## config.mk

```make
export PLATFORM = sky130hd
export DESIGN_NAME = alu6
export DESIGN_NICKNAME = d
export VERILOG_FILES = /design/src/rtl/alu6.sv
export SDC_FILE = /design/constraint.sdc
export NUM_CORES = 1
export LEC_CHECK = 0
export CORE_MARGIN = 2
export CORE_UTILIZATION = 47
export CTS_BUF_LIST = sky130_fd_sc_hd__clkbuf_2 sky130_fd_sc_hd__clkbuf_4 sky130_fd_sc_hd__clkbuf_8
export CTS_CLUSTER_DIAMETER = 50
export DETAILED_ROUTE_END_ITERATION = 12
export GPL_ROUTABILITY_DRIVEN = 0
export HOLD_SLACK_MARGIN = 0.05
export PLACE_DENSITY = 0.73
export SLEW_MARGIN = 15
export SYNTH_ARGS = -nofsm -noshare
export SYNTH_HDL_FRONTEND = slang
export SYNTH_SLANG_ARGS = --single-unit
```

## constraint.sdc

```tcl
create_clock -name clk -period 0.8 [get_ports clk]
set_input_delay 0.08 -clock clk [delete_from_list [all_inputs] [get_ports clk]]
set_output_delay 0.08 -clock clk [all_outputs]
set_load 0.005 [all_outputs]
```

## src/rtl/alu6.sv

```systemverilog
// alu6: registered WIDTH-bit ALU. The opcode {f,x,n} selects one of eight operations.
// The result, carry, overflow and zero flags are all computed combinationally.
// They are captured together in a single register stage on the rising clock edge.
module alu6 #(
    parameter int unsigned WIDTH = 6
) (
    input  logic             clk,
    input  logic             rst_n,
    input  logic [WIDTH-1:0] input1,
    input  logic [WIDTH-1:0] input2,
    input  logic             f,
    input  logic             x,
    input  logic             n,
    output logic [WIDTH-1:0] num_or_less_than,
    output logic             carry_out,
    output logic             overflow,
    output logic             zero
);

    // The shift amount field is the low log2(WIDTH) bits of operand B.
    localparam int unsigned ShW = $clog2(WIDTH);

    typedef enum logic [2:0] {
        OpAdd = 3'b000,
        OpSub = 3'b001,
        OpAnd = 3'b010,
        OpOr  = 3'b011,
        OpXor = 3'b100,
        OpNot = 3'b101,
        OpShl = 3'b110,
        OpSlt = 3'b111
    } op_e;

    op_e              op;
    logic [WIDTH:0]   sum_ext;
    logic [WIDTH:0]   diff_ext;
    logic             a_lt_b;

    logic [WIDTH-1:0] result_d, result_q;
    logic             carry_d, carry_q;
    logic             ovf_d, ovf_q;
    logic             zero_d, zero_q;

    assign op = op_e'({f, x, n});

    // Shared arithmetic terms. The extra MSB of each holds the carry or borrow out.
    always_comb begin
        sum_ext  = {1'b0, input1} + {1'b0, input2};
        diff_ext = {1'b0, input1} - {1'b0, input2};
        a_lt_b   = $signed(input1) < $signed(input2);
    end

    // Next-state selection. Carry and overflow are meaningful only for ADD and SUB.
    always_comb begin
        result_d = '0;
        carry_d  = 1'b0;
        ovf_d    = 1'b0;
        unique case (op)
            OpAdd: begin
                result_d = sum_ext[WIDTH-1:0];
                carry_d  = sum_ext[WIDTH];
                ovf_d    = (input1[WIDTH-1] == input2[WIDTH-1]) &&
                           (sum_ext[WIDTH-1] != input1[WIDTH-1]);
            end
            OpSub: begin
                result_d = diff_ext[WIDTH-1:0];
                carry_d  = diff_ext[WIDTH];   // borrow: A < B unsigned
                ovf_d    = (input1[WIDTH-1] != input2[WIDTH-1]) &&
                           (diff_ext[WIDTH-1] != input1[WIDTH-1]);
            end
            OpAnd: result_d = input1 & input2;
            OpOr:  result_d = input1 | input2;
            OpXor: result_d = input1 ^ input2;
            OpNot: result_d = ~input1;
            // Amounts at or beyond WIDTH shift every bit out, giving 0.
            OpShl: result_d = input1 << input2[ShW-1:0];
            OpSlt: result_d = {{(WIDTH-1){1'b0}}, a_lt_b};
        endcase
        zero_d = (result_d == '0);
    end

    // Output register stage. Reset clears every flag, and zero clears as well.
    always_ff @(posedge clk or negedge rst_n) begin
        if (!rst_n) begin
            result_q <= '0;
            carry_q  <= 1'b0;
            ovf_q    <= 1'b0;
            zero_q   <= 1'b0;
        end else begin
            result_q <= result_d;
            carry_q  <= carry_d;
            ovf_q    <= ovf_d;
            zero_q   <= zero_d;
        end
    end

    assign num_or_less_than = result_q;
    assign carry_out        = carry_q;
    assign overflow         = ovf_q;
    assign zero             = zero_q;

endmodule

```

==> results.tsv, run 1 <==
metric	value	unit
Req. time, crit path	0.98	ns
GRT overflow	0	
status	complete, but fails checks	
DR pass1 iterations	5	
dominant cell type by area after synthesis	ha_1	
Area growth syn-to-layout	86.6	%
hold slack	0.0804	ns
Detail Placement HPWL	3820	um
Worst slew margin	69.7	%
final setup fails	18	
Final #Nets	309	
IO Count	26	
final critical-path share of the clock period	216	%
Die Ht	58.5	um
Longest Clk Path Bufs	2	
antenna viol nets, final	0	
Site Rows	19	
clk root buf	clkbuf_4	
Mapped Avg Cell Area	8.10	um2
PD cells	1030	nW/um2
Syn Nets	210	
Starting Density	50.1	%
Total GRT Usage	37.6	%
synthesized area	1390	um2
area share of the largest cell type after synthesis	17.1	%
antenna cells	0	
buffers added on ports	25	
Max-cap violations	0	
synth top area cells	ha_1 17%, dfrtp_1 16%, mux4_2 4.8%	
CTS tree	done	
Critical Path Sink Type	flip-flop	
drc violations	0	
worst min-delay path class	input pin to async pin	
CTS sink count	9	
hold-fix buffers at CTS	0	
Worst Tran Pin Value	0.451	ns
kind of critical path	input pin to flip-flop	
CTS H-tree lvls	1	
Startpoint Class	input pin	
Vias	1983	
layout cell share with drive strength beyond 1	61.5	%
RSZ-0062 raised after global routing	true	
Mapped Cells	172	
Routed wire per std cell	24.3	um
Synth Warn #	0	
number of flops mapped to enable cells by yosys	0	
worst setup path end	zero$_DFF_PN0_	
P_leak	1.21	nW
Final Hold Fails	0	
crit path launch	input1[0]	
failing checks	setup timing	
async set or reset register ratio after synthesis	100	%
clock-pin slew on the worst setup and hold paths	0.06	ns
critical path arrival	1.91	ns
Die Wd	58.5	um
Final Util	93.5	%
vias per inst	6.59	
first-pass GRT wire length	9570	um
final max-slew violation count	0	
largest net degree at the start of global routing	13	
CTS Buf Count	3	
Die ar.	3420	um2
ys flop type	dfrtp_1	
initial antenna violation count	0	
flip-flop and latch count after synthesis	9	
Yosys cell types	47	
worst-case vdd ir drop	0.00127	V
vias in the first global route	1951	
Peak Freq	578	MHz
Min Clock Period, post-route	1.73	ns
register area share after synthesis	16.2	%
Total Wirelength	7320	um
initial DRC count	217	
Core ar.	2780	um2
CP max FO	3	
final worst-path setup slack	-0.931	ns
[worst max-delay path: stages]
cell	delay, ns
buf_12	0.11
buf_12	0.12
inv_12	0.05
ha_4	0.13
buf_6	0.11
nor3_4	0.05
o31a_1	0.28
or4b_4	0.49
o211ai_2	0.08
a32oi_2	0.14
nor4_2	0.26
[synthesized netlist by cell type (5+ instances only)]
cell type / count
a21oi_1: 8
dfrtp_1: 9
ha_1: 19
inv_1: 17
mux2i_1: 5
nand2_1: 17
nor2_1: 14
nor3_1: 5
o21ai_0: 10
[sequential cells by signal, summed over array words and instances, names as in the netlist]
register / cells
overflow: 1
zero: 1
carry_out: 1
num_or_less_than: 6
[metrics by stage]
stage / setup slack [ns] / power, mW / setup TNS [ns] / area, um2 / cells
2_1_floorplan: -0.931 / 1.19 / -5.67 / 1570 / 172
3_3_place_gp: -1.54 / 1.84 / -13.21 / 2290 / 287
3_5_place_dp: -1.58 / 1.89 / -13.50 / 2290 / 287
4_1_cts: -0.925 / 2.38 / -6.65 / 2480 / 298
5_1_grt: -1.16 / 2.77 / -7.79 / 2600 / 301
6_report: -0.931 / 2.67 / -7.07 / 2600 / 301
[power by group]
| part | switching [mW] | internal, mW | total, mW |
|---|---|---|---|
| clock | 0.166 | 0.226 | 0.392 |
| sequential | 0.0122 | 0.506 | 0.519 |
| combinational | 0.891 | 0.869 | 1.76 |
| total | 1.07 | 1.60 | 2.67 |
[layout by cell type, fill, tap and decap left out, types with 3 or more instances in the layout]
master	n
a21o_1	3
a21oi_1	4
a21oi_2	3
a2bb2oi_1	3
buf_2	12
buf_4	63
buf_6	16
clkbuf_4	4
dfrtp_1	9
dlygate4sd2_1	5
ha_1	7
ha_2	3
ha_4	9
inv_1	3
inv_12	3
inv_2	10
mux2i_1	5
mux4_2	3
nand2_1	16
nand2b_1	4
nor2_1	11
nor2_2	3
nor3_1	3
o211ai_1	4
o21ai_1	5
[routing by layer]
layer  global-route usage [%]  routed length [um]
met1                     40.4                2570
met2                     65.0                3300
met4                     28.9                 748
met5                        0                   0
met3                     6.37                 704
[kinds of logic (layout without fill, tap and decap cells)]
logic type / count (synthesis) / after routing / synth area share, %
DFF: 9 / 9 / 16.2
xor gates and xnor gates: 4 / 4 / 2.51
muxes: 8 / 8 / 8.44
AOI/OAI and AO/OA: 50 / 50 / 25.7
buffers and inverters: 26 / 124 / 7.72
and+or+nand+nor: 54 / 54 / 19.6
adders and majority gates: 21 / 21 / 19.9
[repair_timing]
item,in CTS,in global routing
endpoints found under the setup margin,18,18
pin swaps,35,32
resized for setup,121,37
endpoints found under the hold margin,0,0
buffers inserted,10,6
[how the worst min path moves through the flow]
stage / from / endpoint / slack (ns) / cells past startpoint
finish: rst_n / num_or_less_than[3]$_DFF_PN0_ / 0.08 / 2
global route: rst_n / zero$_DFF_PN0_ / 0.09 / 2
CTS: rst_n / num_or_less_than[3]$_DFF_PN0_ / 0.08 / 2
detailed placement: rst_n / zero$_DFF_PN0_ / 0.37 / 2
global placement: rst_n / num_or_less_than[0]$_DFF_PN0_ / 0.37 / 2
floorplan: rst_n / carry_out$_DFF_PN0_ / -0.22 / 0
[area by class of cell]
class / instances / area, um2
tap: 31 / 38.8
timing repair buffer: 102 / 832
sequential: 9 / 225
inverter: 18 / 113
clock buffer: 4 / 30.0
fill: 81 / 180
multi-input combinational: 137 / 1360
No activity file was read; power rests on OpenSTA's default activity.
==> inputs of run 2 (changes only) <==
CTS_CLUSTER_SIZE = 16   (was not set)
TNS_END_PERCENT = 1   (was not set)
==> results.tsv, run 2 (synthesized netlist as in run 1, its figures left out) <==
metric	value	unit	change
status	complete, but fails checks		
failing checks	setup timing		
largest net degree at the start of global routing	11		-2
PD cells	1000	nW/um2	-2.4%
commonest non-fill, non-tap cell in the layout	buf_4		
most frequent cells in the layout	58 x buf_4, 15 x nand2_1, 14 x nor2_1		
IO Count	26		unchanged
clock-pin slew on the worst setup and hold paths	0.06	ns	about the same
Routed wire per std cell	20.7	um	-15%
slowest cell on the critical path	or4b_4		
Startpoint Class	input pin		
RSZ-0062 raised after global routing	true		
Worst Tran Pin Value	0.498	ns	+0.0471 ns
final critical-path share of the clock period	220	%	+3.5 points
Max stage delay on crit path	0.53	ns	+0.04 ns
Longest Clk Path Bufs	2		unchanged
Total GRT Usage	32.2	%	-5.4 points
layout cell share with drive strength beyond 1	55.6	%	-5.9 points
Vias	1863		-6.1%
Starting Density	50.1	%	unchanged
Max-cap violations	0		unchanged
worst min-delay path class	input pin to async pin		
first-pass GRT wire length	8380	um	-12%
critical path arrival	1.91	ns	about the same
DR pass1 iterations	4		-1
Area growth syn-to-layout	76.8	%	
Die ar.	3420	um2	unchanged
Total Wirelength	6060	um	-17%
final worst-path setup slack	-0.959	ns	-0.0278 ns
kind of critical path	input pin to flip-flop		
CP max FO	4		+1
fill cell count	119		+47%
worst-case vdd ir drop	0.00112	V	-12%
CTS tree	done		
antenna cells	0		unchanged
crit-path cells	buf_6 -> buf_6 -> inv_12 -> ha_4 -> nor2b_4 -> o31a_1 -> or4b_4 -> o211ai_2 -> a32oi_2 -> buf_4		
Final Power	2.47	mW	-7.5%
final cell count without fillers	292		-3.0%
Detail Placement HPWL	3600	um	-5.7%
Peak Freq	569	MHz	-1.6%
final setup fails	14		-4
antenna viol nets, final	0		unchanged
CTS Buf Count	3		unchanged
Critical Path Sink Type	flip-flop		
final max-slew violation count	0		unchanged
Core ar.	2780	um2	unchanged
initial antenna violation count	0		unchanged
Top cell by count, worst path	buf_6		
clk root buf	clkbuf_4		
Req. time, crit path	0.95	ns	-0.03 ns
Final Util	88.6	%	-4.9 points
Die Wd	58.5	um	unchanged
vias per inst	6.38		-3.2%
post-route setup TNS	-7.30	ns	-0.232 ns
Site Rows	19		unchanged
vias in the first global route	1810		-7.2%
initial DRC count	102		-53%
P_leak	1.19	nW	-1.8%
Worst slew margin	66.3	%	-3.3 points
worst slack, placed	-1.63	ns	-0.0505 ns
placed insts	280		-2.4%
max reg flops	6		unchanged
Final #Nets	300		-2.9%
Die Ht	58.5	um	unchanged
Final Hold Fails	0		unchanged
Min Clock Period, post-route	1.76	ns	+0.0278 ns
CTS sink count	9		unchanged
buffers added on ports	25		unchanged
drc violations	0		unchanged
GRT overflow	0		unchanged
CTS H-tree lvls	1		unchanged
[run 2: cell types whose count changed in the layout (fill, tap and decap cells not counted), moves of 3 or more]
cell and delta:
o21ai_0 +5, buf_4 -5, dlymetal6s2s_1 +5, inv_1 +4, inv_2 -3, nor2_2 -3
o21ai_1 -3, buf_2 -8, buf_6 -5, nor2_1 +3, dlygate4sd2_1 -3, clkbuf_2 +6
[run 2: layer usage]
metal	track usage [%]	part of all wire, %	vias to the layer above
met1	38.1	35	884
met4	16.6	6.8	0
met3	2.42	8.9	47
met2	57.6	49	138
li1	-	-	794
met5	0	0	-
[run 2: worst paths after layout]
kind | startpoint | end | slack [ns] | depth (start not counted)
max | input1[2] | num_or_less_than[5]$_DFF_PN0_ | -0.96 | 10
max in group asynchronous | rst_n | num_or_less_than[4]$_DFF_PN0_ | 0.43 | 1
min in group clk | input1[5] | overflow$_DFF_PN0_ | 0.37 | 4
min | rst_n | num_or_less_than[5]$_DFF_PN0_ | 0.11 | 1
[run 2: final cells by class]
| type | count | area, um2 | share of cell area [%] |
|---|---|---|---|
| clock buffers | 4 | 30.0 | 1.22 |
| inverters | 18 | 100 | 4.06 |
| multi-input cells | 137 | 1310 | 53.2 |
| repair buffers | 93 | 759 | 30.8 |
| well taps | 31 | 38.8 | 1.57 |
| flip-flops and latches | 9 | 225 | 9.14 |
[run 2: report_power, final]
part,internal (mW),switching (mW)
Clock,0.225,0.149
Combinational,0.796,0.780
Sequential,0.506,0.0122
[run 2: what timing repair did]
item / in CTS / in global routing
hold buffers: 0 / 0
buffers inserted: 5 / 3
endpoints found under the setup margin: 18 / 18
hold endpoints to repair: 0 / 0
resized for setup: 81 / 44
pin swaps: 13 / 20
[run 2: worst max-delay path: cells and delay by family]
kind,cells,cell delay (ns)
buf+inv,4,0.38
simple gates,2,0.58
compound gates,3,0.55
fa+ha+maj,1,0.30
[run 2: through the flow]
| step | cell area (um2) | hold slack, ns |
|---|---|---|
| after floorplan | 1470 | -0.216 |
| after global placement | 2160 | 0.378 |
| after detailed placement | 2160 | 0.390 |
| after CTS | 2370 | 0.118 |
| after global routing | 2460 | 0.145 |
| final | 2460 | 0.105 |
